===== src/rtl/rambus_pkg.sv =====
// rambus_pkg: shared types and constants for the rambus SRAM self-test initiator.
//   bist_state_t     - BIST controller state encoding
//   PAT_*            - pattern mode select values for mode_i
//   RAMBUS_SEL_BYTE0 - byte-lane select driven on every transfer (only byte 0 is tested)
package rambus_pkg;

   typedef enum logic [2:0] {
      ST_IDLE,
      ST_WR,
      ST_WR_GAP,
      ST_RD,
      ST_RD_GAP,
      ST_DONE,
      ST_ABORT
   } bist_state_t;

   localparam logic [1:0] PAT_ADDR    = 2'd0;
   localparam logic [1:0] PAT_NADDR   = 2'd1;
   localparam logic [1:0] PAT_CHECKER = 2'd2;
   localparam logic [1:0] PAT_CONST   = 2'd3;

   localparam logic [3:0] RAMBUS_SEL_BYTE0 = 4'b0001;

endpackage


===== src/rtl/rambus_bist_pattern.sv =====
// rambus_bist_pattern: combinational test pattern p(a) for one word address.
//   i_mode - pattern mode (PAT_*)
//   i_seed - pattern seed
//   i_addr - low byte of the word address
//   o_pat  - expected byte 0 contents for that address
module rambus_bist_pattern
   import rambus_pkg::*;
(
   input  logic [1:0] i_mode,
   input  logic [7:0] i_seed,
   input  logic [7:0] i_addr,
   output logic [7:0] o_pat
);

   always_comb begin
      o_pat = i_seed;
      case (i_mode)
         PAT_ADDR:    o_pat = i_addr ^ i_seed;
         PAT_NADDR:   o_pat = ~(i_addr ^ i_seed);
         PAT_CHECKER: o_pat = i_addr[0] ? 8'hAA : 8'h55;
         PAT_CONST:   o_pat = i_seed;
         default:     o_pat = i_seed;
      endcase
   end

endmodule


===== src/rtl/rambus_bist.sv =====
// rambus_bist: Wishbone classic initiator that writes a pattern to every word
// of the rambus SRAM, reads it back and reports the result.
//   rambus_wb_clk_i / rambus_wb_rst_i - clock, synchronous active-high reset
//   start_i, mode_i, seed_i           - one-cycle start, pattern mode and seed
//   rambus_wb_*_o / rambus_wb_*_i     - Wishbone initiator port to rambus
//   busy_o, done_o                    - run in progress, completion/abort pulse
//   pass_o, timeout_o                 - held result flags after done
//   err_count_o, first_err_addr_o     - mismatch count, first failing address
//
// state     | meaning
// ----------+------------------------------------------------------------
// ST_IDLE   | waiting for start_i
// ST_WR     | write request on the bus, waiting for ack
// ST_WR_GAP | one idle bus cycle after a write
// ST_RD     | read request on the bus, waiting for ack, compare on ack
// ST_RD_GAP | one idle bus cycle after a read
// ST_DONE   | done_o pulse, pass_o valid
// ST_ABORT  | ack timeout, done_o pulse with timeout_o set
module rambus_bist
   import rambus_pkg::*;
#(
   parameter int DEPTH   = 512,
   parameter int ADDR_W  = 10,
   parameter int TIMEOUT = 255
) (
   input  logic              rambus_wb_clk_i,
   input  logic              rambus_wb_rst_i,
   input  logic              start_i,
   input  logic [1:0]        mode_i,
   input  logic [7:0]        seed_i,
   output logic              rambus_wb_cyc_o,
   output logic              rambus_wb_stb_o,
   output logic              rambus_wb_we_o,
   output logic [3:0]        rambus_wb_sel_o,
   output logic [ADDR_W-1:0] rambus_wb_addr_o,
   output logic [31:0]       rambus_wb_dat_o,
   input  logic              rambus_wb_ack_i,
   input  logic [31:0]       rambus_wb_dat_i,
   output logic              busy_o,
   output logic              done_o,
   output logic              pass_o,
   output logic              timeout_o,
   output logic [ADDR_W:0]   err_count_o,
   output logic [ADDR_W-1:0] first_err_addr_o
);

   localparam int                TMO_W     = $clog2(TIMEOUT + 1);
   localparam logic [ADDR_W-1:0] LAST_ADDR = ADDR_W'(DEPTH - 1);
   localparam logic [TMO_W-1:0]  TMO_LAST  = TMO_W'(TIMEOUT - 1);

   bist_state_t       r_state;
   logic              r_cyc, r_stb, r_we;
   logic [ADDR_W-1:0] r_addr;
   logic [7:0]        r_dat;
   logic [1:0]        r_mode;
   logic [7:0]        r_seed;
   logic              r_last;
   logic [TMO_W-1:0]  r_tmo;
   logic              r_busy, r_done, r_pass, r_timeout;
   logic [ADDR_W:0]   r_err_count;
   logic [ADDR_W-1:0] r_first_err;

   logic [1:0]        w_pat_mode;
   logic [7:0]        w_pat_seed;
   logic [7:0]        w_pat_addr;
   logic [7:0]        w_pat;
   logic              w_unused_dat;

   // In IDLE the pattern must already reflect the incoming mode/seed so the
   // first write data can be registered on the start edge.
   assign w_pat_mode   = (r_state == ST_IDLE) ? mode_i : r_mode;
   assign w_pat_seed   = (r_state == ST_IDLE) ? seed_i : r_seed;
   assign w_pat_addr   = (r_state == ST_IDLE) ? 8'h00  : r_addr[7:0];
   assign w_unused_dat = ^rambus_wb_dat_i[31:8];

   rambus_bist_pattern u_pattern (
      .i_mode (w_pat_mode),
      .i_seed (w_pat_seed),
      .i_addr (w_pat_addr),
      .o_pat  (w_pat)
   );

   // The address advances on the ack edge, so during a gap r_addr already
   // holds the next address and w_pat is the next write data.
   always_ff @(posedge rambus_wb_clk_i) begin
      if (rambus_wb_rst_i) begin
         r_state     <= ST_IDLE;
         r_cyc       <= 1'b0;
         r_stb       <= 1'b0;
         r_we        <= 1'b0;
         r_addr      <= '0;
         r_dat       <= '0;
         r_mode      <= '0;
         r_seed      <= '0;
         r_last      <= 1'b0;
         r_tmo       <= '0;
         r_busy      <= 1'b0;
         r_done      <= 1'b0;
         r_pass      <= 1'b0;
         r_timeout   <= 1'b0;
         r_err_count <= '0;
         r_first_err <= '0;
      end else begin
         r_done <= 1'b0;
         case (r_state)
            ST_IDLE: begin
               if (start_i) begin
                  r_mode      <= mode_i;
                  r_seed      <= seed_i;
                  r_pass      <= 1'b0;
                  r_timeout   <= 1'b0;
                  r_err_count <= '0;
                  r_first_err <= '0;
                  r_addr      <= '0;
                  r_dat       <= w_pat;
                  r_last      <= 1'b0;
                  r_tmo       <= '0;
                  r_cyc       <= 1'b1;
                  r_stb       <= 1'b1;
                  r_we        <= 1'b1;
                  r_busy      <= 1'b1;
                  r_state     <= ST_WR;
               end
            end
            ST_WR, ST_RD: begin
               if (rambus_wb_ack_i) begin
                  r_cyc  <= 1'b0;
                  r_stb  <= 1'b0;
                  r_last <= (r_addr == LAST_ADDR);
                  r_addr <= (r_addr == LAST_ADDR) ? '0 : r_addr + 1'b1;
                  if (r_state == ST_RD && rambus_wb_dat_i[7:0] != w_pat) begin
                     r_err_count <= r_err_count + 1'b1;
                     if (r_err_count == '0)
                        r_first_err <= r_addr;
                  end
                  r_state <= (r_state == ST_WR) ? ST_WR_GAP : ST_RD_GAP;
               end else if (r_tmo == TMO_LAST) begin
                  r_cyc     <= 1'b0;
                  r_stb     <= 1'b0;
                  r_timeout <= 1'b1;
                  r_pass    <= 1'b0;
                  r_done    <= 1'b1;
                  r_state   <= ST_ABORT;
               end else begin
                  r_tmo <= r_tmo + 1'b1;
               end
            end
            ST_WR_GAP: begin
               r_cyc <= 1'b1;
               r_stb <= 1'b1;
               r_tmo <= '0;
               r_dat <= w_pat;
               if (r_last) begin
                  r_we    <= 1'b0;
                  r_last  <= 1'b0;
                  r_state <= ST_RD;
               end else begin
                  r_state <= ST_WR;
               end
            end
            ST_RD_GAP: begin
               if (r_last) begin
                  r_pass  <= (r_err_count == '0);
                  r_done  <= 1'b1;
                  r_state <= ST_DONE;
               end else begin
                  r_cyc   <= 1'b1;
                  r_stb   <= 1'b1;
                  r_tmo   <= '0;
                  r_state <= ST_RD;
               end
            end
            ST_DONE, ST_ABORT: begin
               r_busy  <= 1'b0;
               r_we    <= 1'b0;
               r_state <= ST_IDLE;
            end
            default: r_state <= ST_IDLE;
         endcase
      end
   end

   assign rambus_wb_cyc_o  = r_cyc;
   assign rambus_wb_stb_o  = r_stb;
   assign rambus_wb_we_o   = r_we;
   assign rambus_wb_sel_o  = RAMBUS_SEL_BYTE0;
   assign rambus_wb_addr_o = r_addr;
   assign rambus_wb_dat_o  = {24'h0, r_dat};
   assign busy_o           = r_busy;
   assign done_o           = r_done;
   assign pass_o           = r_pass;
   assign timeout_o        = r_timeout;
   assign err_count_o      = r_err_count;
   assign first_err_addr_o = r_first_err;

endmodule


===== config.mk =====
export PLATFORM = sky130hd
export DESIGN_NAME = rambus_bist
export DESIGN_NICKNAME = d
export VERILOG_FILES = /design/src/rtl/rambus_pkg.sv /design/src/rtl/rambus_bist_pattern.sv /design/src/rtl/rambus_bist.sv
export SDC_FILE = /design/constraint.sdc
export NUM_CORES = 1
export LEC_CHECK = 0
export CAP_MARGIN = 5
export CORE_MARGIN = 3
export CORE_UTILIZATION = 25
export CTS_CLUSTER_DIAMETER = 150
export DETAILED_ROUTE_END_ITERATION = 12
export GPL_ROUTABILITY_DRIVEN = 0
export HOLD_SLACK_MARGIN = 0.1
export SKIP_CTS_REPAIR_TIMING = 1
export SLEW_MARGIN = 20
export SYNTH_ARGS = -nofsm -noshare
export SYNTH_HDL_FRONTEND = slang
export SYNTH_SLANG_ARGS = --single-unit

===== constraint.sdc =====
create_clock -name rambus_wb_clk_i -period 3.1 [get_ports rambus_wb_clk_i]
set_clock_uncertainty 0.1 [all_clocks]
set_input_delay 0.62 -clock rambus_wb_clk_i [delete_from_list [all_inputs] [get_ports rambus_wb_clk_i]]
set_output_delay 0.62 -clock rambus_wb_clk_i [all_outputs]
set_load 0.02 [all_outputs]

==> impl_metrics.py, run 1 <==
metrics = {
    "outcome": {
        "status": "finished, final reports clean",
    },
    "worst_setup_path": {
        "crit_chain": "clkdlybuf4s50_1 > buf_4 > buf_4 > nand2b_1 > mux2i_1 > a22o_1 > xnor2_1 > nor4_2 > and3_4 > buf_4 > or4_1 > a21oi_1",
        "worstPathMaxFanout": 14,
        "startpoint_type": "input port",
        "max_stage_delay_ns": 0.50,
        "end_kind": "register",
        "timing.rr.end": "err_count_o[10]$_SDFFE_PP0P_",
        "arrival_ns": 3.14,
        "reg2reg_slack_ns": 0.33,
        "crit_slowest_cell": "or4_1",
        "cp.required_ns": 3.27,
        "cpMostUsedCell": "buf_4",
        "reg2regPathDepth": 8,
        "worstReg2RegStart": "r_mode[1]$_SDFFE_PP0P_",
        "path_class": "in -> reg",
    },
    "final_layout": {
        "n_antenna_cell": 0,
        "drive_gt1_share_pct": 14.9,
        "seq_area_um2": 1340,
        "final_area_um2": 5540,
        "final-instance-count-excl-fill": 819,
        "fillCellCount": 1696,
        "syn2layout_area_growth_pct": 35.4,
        "multiInputGateArea_um2": 2480,
        "final_nets": 649,
        "layout_common_cells": "66 x dfxtp_1, 66 x clkdlybuf4s50_1, 50 x nand2_1",
    },
    "power_and_ir_drop": {
        "irDropWorstVdd_mv": 0.334,
        "p_leak_uw": 0.00215,
        "power.switching_uw": 979,
        "power.internal_uw": 2120,
        "p_total_uw": 3100,
        "sequentialPowerShare_pct": 31.5,
        "combPwrFrac_pct": 29.4,
        "power_density_nw_per_um2": 559,
        "sw_frac_of_total_pct": 31.6,
        "p_clk_share_pct": 39.1,
    },
    "grt": {
        "grt_pass1_wl_um": 18900,
        "grt_max_degree": 41,
        "gr-usage-all-layers_pct": 13.1,
        "grt_overflow": 0,
        "grt_pass1_vias": 3470,
        "antenna_found_initial": 0,
    },
    "cts": {
        "cts.htree.levels": 3,
        "clk_root_buffer_cell": "clkbuf_16",
        "cts.sinks": 67,
        "cts_tree": "built",
        "clkTransAtPathRegs_ns": 0.06,
        "cts-buffers-inserted": 9,
        "clockBufferDepth": 2,
        "clock_latency_ns": 0.34,
    },
    "route": {
        "remaining_drc_errors": 0,
        "first_iter_violations": 335,
        "wl_per_cell_um": 14.4,
        "via_per_inst": 4.63,
        "wl_um": 11800,
        "antenna_left": 0,
        "via_count": 3793,
        "dr.pass1.iters": 4,
    },
    "yosys": {
        "ys_warn_count": 0,
        "synth.distinct_cells": 66,
        "synth_seq_area_share_pct": 32.8,
        "synthArstFlopShare_pct": 0,
        "ys.flop_type": "dfxtp_1",
        "syn_avg_cell_area_um2": 8.09,
        "synth_edf_count": 0,
        "netlist_area_um2": 4090,
        "syn_inst": 505,
        "ys_ff_latch": 67,
    },
    "floorplan": {
        "die_h_um": 134,
        "chipWidth_um": 134,
        "die_area_um2": 17900,
        "row_count": 46,
        "coreArea_um2": 15900,
        "num_io_pins": 120,
        "start_util_pct": 25.6,
    },
    "timing": {
        "rsz0062_at_grt": "false",
        "tightest_slew_ns": 0.594,
        "drv_slew": 0,
        "hold_viol": 0,
        "period_minus_slack_ns": 2.97,
        "fin_crit_sh_pct": 95.9,
        "finalSetupViolCount": 0,
        "tns_ns": 0,
        "fmax_ghz": 0.336,
        "slew_headroom_pct": 60.2,
    },
    "worst_hold_path": {
        "whs_path_depth": 2,
        "holdPathEnd": "r_dat[7]$_SDFFE_PP0P_",
        "hold_class": "reg -> reg",
        "min_from": "r_dat[7]$_SDFFE_PP0P_",
    },
    "placed_design": {
        "io_buffer_count": 67,
        "dp_cells": 803,
        "hpwl_um": 8610,
        "placed_area_um2": 5140,
    },
    "flow_run": {
        "maxCapViolCount": 0,
    },
}
## through the flow
stage | hold slack (ns) | utilization [%] | setup WS (ns)
finish | 0.363 | 34.7 | 0.127
global route | 0.391 | 34.7 | 0.00835
CTS | 0.367 | 34.5 | -0.0660
detailed placement | 0.351 | 32.3 | -0.408
global placement | 0.349 | 32.3 | -0.376
floorplan | 0.358 | - | 0.313
## sequential cells by signal, indices dropped and copies added (netlist names)
signal / count
r_state: 3
r_dat: 8
timeout_o: 1
rambus_wb_we_o: 1
r_last: 1
r_seed: 8
rambus_wb_addr_o: 10
r_tmo: 8
first_err_addr_o: 10
rambus_wb_stb_o: 1
pass_o: 1
err_count_o: 11
busy_o: 1
done_o: 1
r_mode: 2
## critical path: cells and delay by family
kind	cells	cell delay, ns
and+or+nand+nor	4	0.84
AOI/OAI and AO/OA	2	0.39
xor gates and xnor gates	1	0.16
muxes	1	0.17
buffers and inverters	4	0.95
## how the worst max path moves through the flow
stage / from / endpoint / slack (ns) / cells after the start
after floorplan: mode_i[1] / err_count_o[0]$_SDFFE_PP0P_ / 0.31 / 11
after global placement: mode_i[1] / err_count_o[2]$_SDFFE_PP0P_ / -0.38 / 11
after detailed placement: mode_i[1] / err_count_o[10]$_SDFFE_PP0P_ / -0.41 / 11
after CTS: mode_i[1] / err_count_o[10]$_SDFFE_PP0P_ / -0.07 / 11
after global routing: mode_i[0] / err_count_o[10]$_SDFFE_PP0P_ / 0.008 / 12
final: mode_i[0] / err_count_o[10]$_SDFFE_PP0P_ / 0.13 / 12
## layer usage
layer,GRT usage (%),share of wire [%],vias to the layer above
met5,0,0,-
met4,3.14,1.0,0
met3,4.43,6.1,9
met2,18.5,43,87
met1,19.1,50,1738
li1,-,-,1959
## power groups by stage
stage               registers, uW  logic (uW)  clock network, uW
finish                        975         911               1210
global route                  984        1010               1270
CTS                           975         900               1240
detailed placement            992         895                  0
global placement              993         892                  0
floorplan                    1010         559                  0
## Yosys cell counts (all sizes together), types with 3 or more instances
master | instances | area (um2)
clkbuf | 19 | 72.6
nand3b | 9 | 67.6
or3 | 6 | 42.5
buf | 40 | 297
nand4 | 12 | 75.1
nor2b | 3 | 18.8
a22o | 11 | 96.3
o21a | 3 | 22.5
o22ai | 4 | 25.0
nor3b | 4 | 30.0
ha | 5 | 62.6
o41ai | 3 | 26.3
dfxtp | 67 | 1340
nor3 | 11 | 60.1
nor2 | 45 | 171
nand3 | 5 | 25.0
inv | 8 | 30.0
xnor2 | 4 | 35.0
nor4 | 6 | 52.6
and3 | 12 | 75.1
o211ai | 7 | 66.3
o21ai | 28 | 140
a211oi | 10 | 97.6
a21oi | 46 | 234
nand2 | 50 | 188
mux2 | 5 | 60.1
or4 | 5 | 37.5
a211o | 4 | 35.0
o31ai | 8 | 60.1
mux2i | 4 | 40.0
xor2 | 22 | 193
and2 | 4 | 25.0
nand2b | 8 | 50.1
## cell type report
cell class,count,share of cell area (%)
clock buffers,10,4.32
clock inverters,6,2.01
inverters,8,0.542
multi-input cells,397,44.9
flip-flops and latches,67,24.2
well taps,216,4.88
repair buffers,115,19.1
## kinds of logic after synthesis
family | after synthesis | synth area share, %
adder cells (fa/ha/maj) | 5 | 1.53
AND/OR/NAND/NOR | 186 | 23.7
XOR/XNOR | 26 | 5.57
flip-flops | 67 | 32.8
AO/OA/AOI/OAI | 143 | 24.0
buffers and inverters | 67 | 9.76
other | 2 | 0.184
multiplexers | 9 | 2.45
No activity file was read; power rests on OpenSTA's default activity.
==> run 2: changes to the inputs <==
--- a/config.mk
+++ b/config.mk
@@ -12,6 +12,7 @@
 export DETAILED_ROUTE_END_ITERATION = 12
 export GPL_ROUTABILITY_DRIVEN = 0
 export HOLD_SLACK_MARGIN = 0.1
+export RECOVER_POWER = 50
 export SKIP_CTS_REPAIR_TIMING = 1
 export SLEW_MARGIN = 20
 export SYNTH_ARGS = -nofsm -noshare
==> run 2 against run 1 <==
  * Register-to-register slack barely moved
  * Fmax hardly changed
  * Core utilization fell by 0.071 points
  * Routed wire length down 0.57%
  * Sequential power is essentially flat
  * Critical endpoint unchanged
==> impl_metrics.py, run 2 (synthesized netlist as in run 1, its figures left out) <==
metrics = {
    "grt": {
        "grt_pass1_wl_um": 18900,
        "grt_overflow": 0,
        "grt_max_degree": 41,
        "gr-usage-all-layers_pct": 13.1,
        "grt_pass1_vias": 3470,
        "antenna_found_initial": 0,
    },
    "final_layout": {
        "final_common_cell": "dfxtp_1",
        "largest_reg_flops": 11,
        "final_nets": 649,
        "final_util_pct": 34.7,
        "n_antenna_cell": 0,
        "syn2layout_area_growth_pct": 35.2,
        "layout_common_cells": "66 x dfxtp_1, 50 x nand2_1, 44 x nor2_1, 44 x a21oi_1, 43 x buf_4",
        "drive_gt1_share_pct": 14.4,
    },
    "timing": {
        "rsz0062_at_grt": "false",
        "slew_headroom_pct": 37.8,
        "tns_ns": 0,
        "drv_slew": 0,
        "hold_viol": 0,
        "finalSetupViolCount": 0,
        "tightest_slew_ns": 0.923,
        "fmax_ghz": 0.336,
        "period_minus_slack_ns": 2.97,
        "fin_crit_sh_pct": 95.9,
    },
    "route": {
        "antenna_left": 0,
        "via_per_inst": 4.66,
        "wl_um": 11700,
        "dr.pass1.iters": 5,
        "wl_per_cell_um": 14.3,
        "first_iter_violations": 347,
        "remaining_drc_errors": 0,
        "via_count": 3820,
    },
    "worst_setup_path": {
        "cp.required_ns": 3.27,
        "arrival_ns": 3.14,
        "cpMostUsedCell": "buf_4",
        "path_delay_family": "buffers and inverters",
        "startpoint_type": "input port",
        "end_kind": "register",
        "crit_chain": "clkdlybuf4s50_1 > buf_4 > buf_4 > nand2b_1 > mux2i_1 > a22o_1 > xnor2_1 > nor4_2 > and3_4 > buf_4 > or4_1 > a21oi_1",
        "path_class": "in -> reg",
        "critical_path_buf_inv_count": 4,
        "crit_slowest_cell": "or4_1",
        "max_stage_delay_ns": 0.50,
        "worstPathMaxFanout": 14,
    },
    "placed_design": {
        "hpwl_um": 8610,
        "io_buffer_count": 67,
    },
    "floorplan": {
        "num_io_pins": 120,
        "coreArea_um2": 15900,
        "start_util_pct": 25.6,
        "row_count": 46,
        "die_h_um": 134,
        "die_area_um2": 17900,
        "chipWidth_um": 134,
    },
    "cts": {
        "clkTransAtPathRegs_ns": 0.06,
        "cts.sinks": 67,
        "clock_latency_ns": 0.34,
        "cts-buffers-inserted": 9,
        "clk_root_buffer_cell": "clkbuf_16",
        "cts.htree.levels": 3,
        "clockBufferDepth": 2,
        "cts_tree": "built",
    },
    "outcome": {
        "status": "finished, final reports clean",
    },
    "worst_hold_path": {
        "hold_class": "reg -> reg",
    },
    "flow_run": {
        "maxCapViolCount": 0,
    },
    "power_and_ir_drop": {
        "irDropWorstVdd_mv": 0.331,
        "power_density_nw_per_um2": 557,
        "p_leak_uw": 0.00224,
    },
}
[run 2: cell count changes in the layout (fill, tap and decap cells not counted)]
cell             before  now
clkdlybuf4s50_1      66   32
dlygate4sd3_1         0   34
buf_4                46   43
clkbuf_1              0    3
o21ai_0              24   26
o21ai_1               4    2
[run 2: stage by stage]
| step | worst slack, ns | cell area (um2) | instances | hold WS [ns] | power, uW |
|---|---|---|---|---|---|
| 6_report | 0.127 | 5530 | 819 | 0.360 | 3080 |
| 5_1_grt | 0.00835 | 5530 | 819 | 0.386 | 3250 |
| 4_1_cts | -0.0660 | 5490 | 819 | 0.367 | 3110 |
| 3_5_place_dp | -0.408 | 5140 | 803 | 0.351 | 1890 |
| 3_3_place_gp | -0.376 | 5140 | 803 | 0.349 | 1890 |
| 2_1_floorplan | 0.313 | 4190 | 531 | 0.358 | 1570 |
[run 2: per-layer routing]
layer	wire, um	up-vias	track usage, %	part of all wire, %
li1	-	1957	-	-
met1	5750	1753	19.1	49
met2	5050	101	18.5	43
met3	796	9	4.43	6.8
met4	119	0	3.14	1.0
met5	0	-	0	0
[run 2: final timing paths]
kind	from	endpoint	slack [ns]	cells after the start
setup / recovery	mode_i[0]	err_count_o[10]$_SDFFE_PP0P_	0.13	12
hold / removal	r_dat[7]$_SDFFE_PP0P_	r_dat[7]$_SDFFE_PP0P_	0.36	2
setup reg to reg	r_mode[1]$_SDFFE_PP0P_	err_count_o[10]$_SDFFE_PP0P_	0.32	8
hold reg to reg	r_dat[7]$_SDFFE_PP0P_	r_dat[7]$_SDFFE_PP0P_	0.36	2
[run 2: tightest hold or removal path: cells and delay by family (launching register included)]
family | cells | cell delay, ns
flip-flops | 1 | 0.31
AO/OA/AOI/OAI | 1 | 0.05
AND/OR/NAND/NOR | 1 | 0.05
[run 2: area by class of cell]
| cell class | instances | area, um2 |
|---|---|---|
| clock buffer | 10 | 239 |
| clock inverter | 6 | 111 |
| fill | 1697 | 10400 |
| inverter | 8 | 30.0 |
| multi-input combinational | 397 | 2480 |
| sequential | 67 | 1340 |
| tap | 216 | 270 |
| timing repair buffer | 115 | 1050 |
[run 2: power breakdown]
part	internal, uW	switching (uW)
Combinational	377	517
Clock	809	403
Sequential	918	55.8
Total	2100	976
==> run 3: changes to the inputs <==
--- a/config.mk
+++ b/config.mk
@@ -11,7 +11,6 @@
 export CTS_CLUSTER_DIAMETER = 150
 export DETAILED_ROUTE_END_ITERATION = 12
 export GPL_ROUTABILITY_DRIVEN = 0
-export HOLD_SLACK_MARGIN = 0.1
 export RECOVER_POWER = 50
 export SKIP_CTS_REPAIR_TIMING = 1
 export SLEW_MARGIN = 20
==> results of run 3 <==
No change in the layout: final DEF, timing and power equal those of run 2.
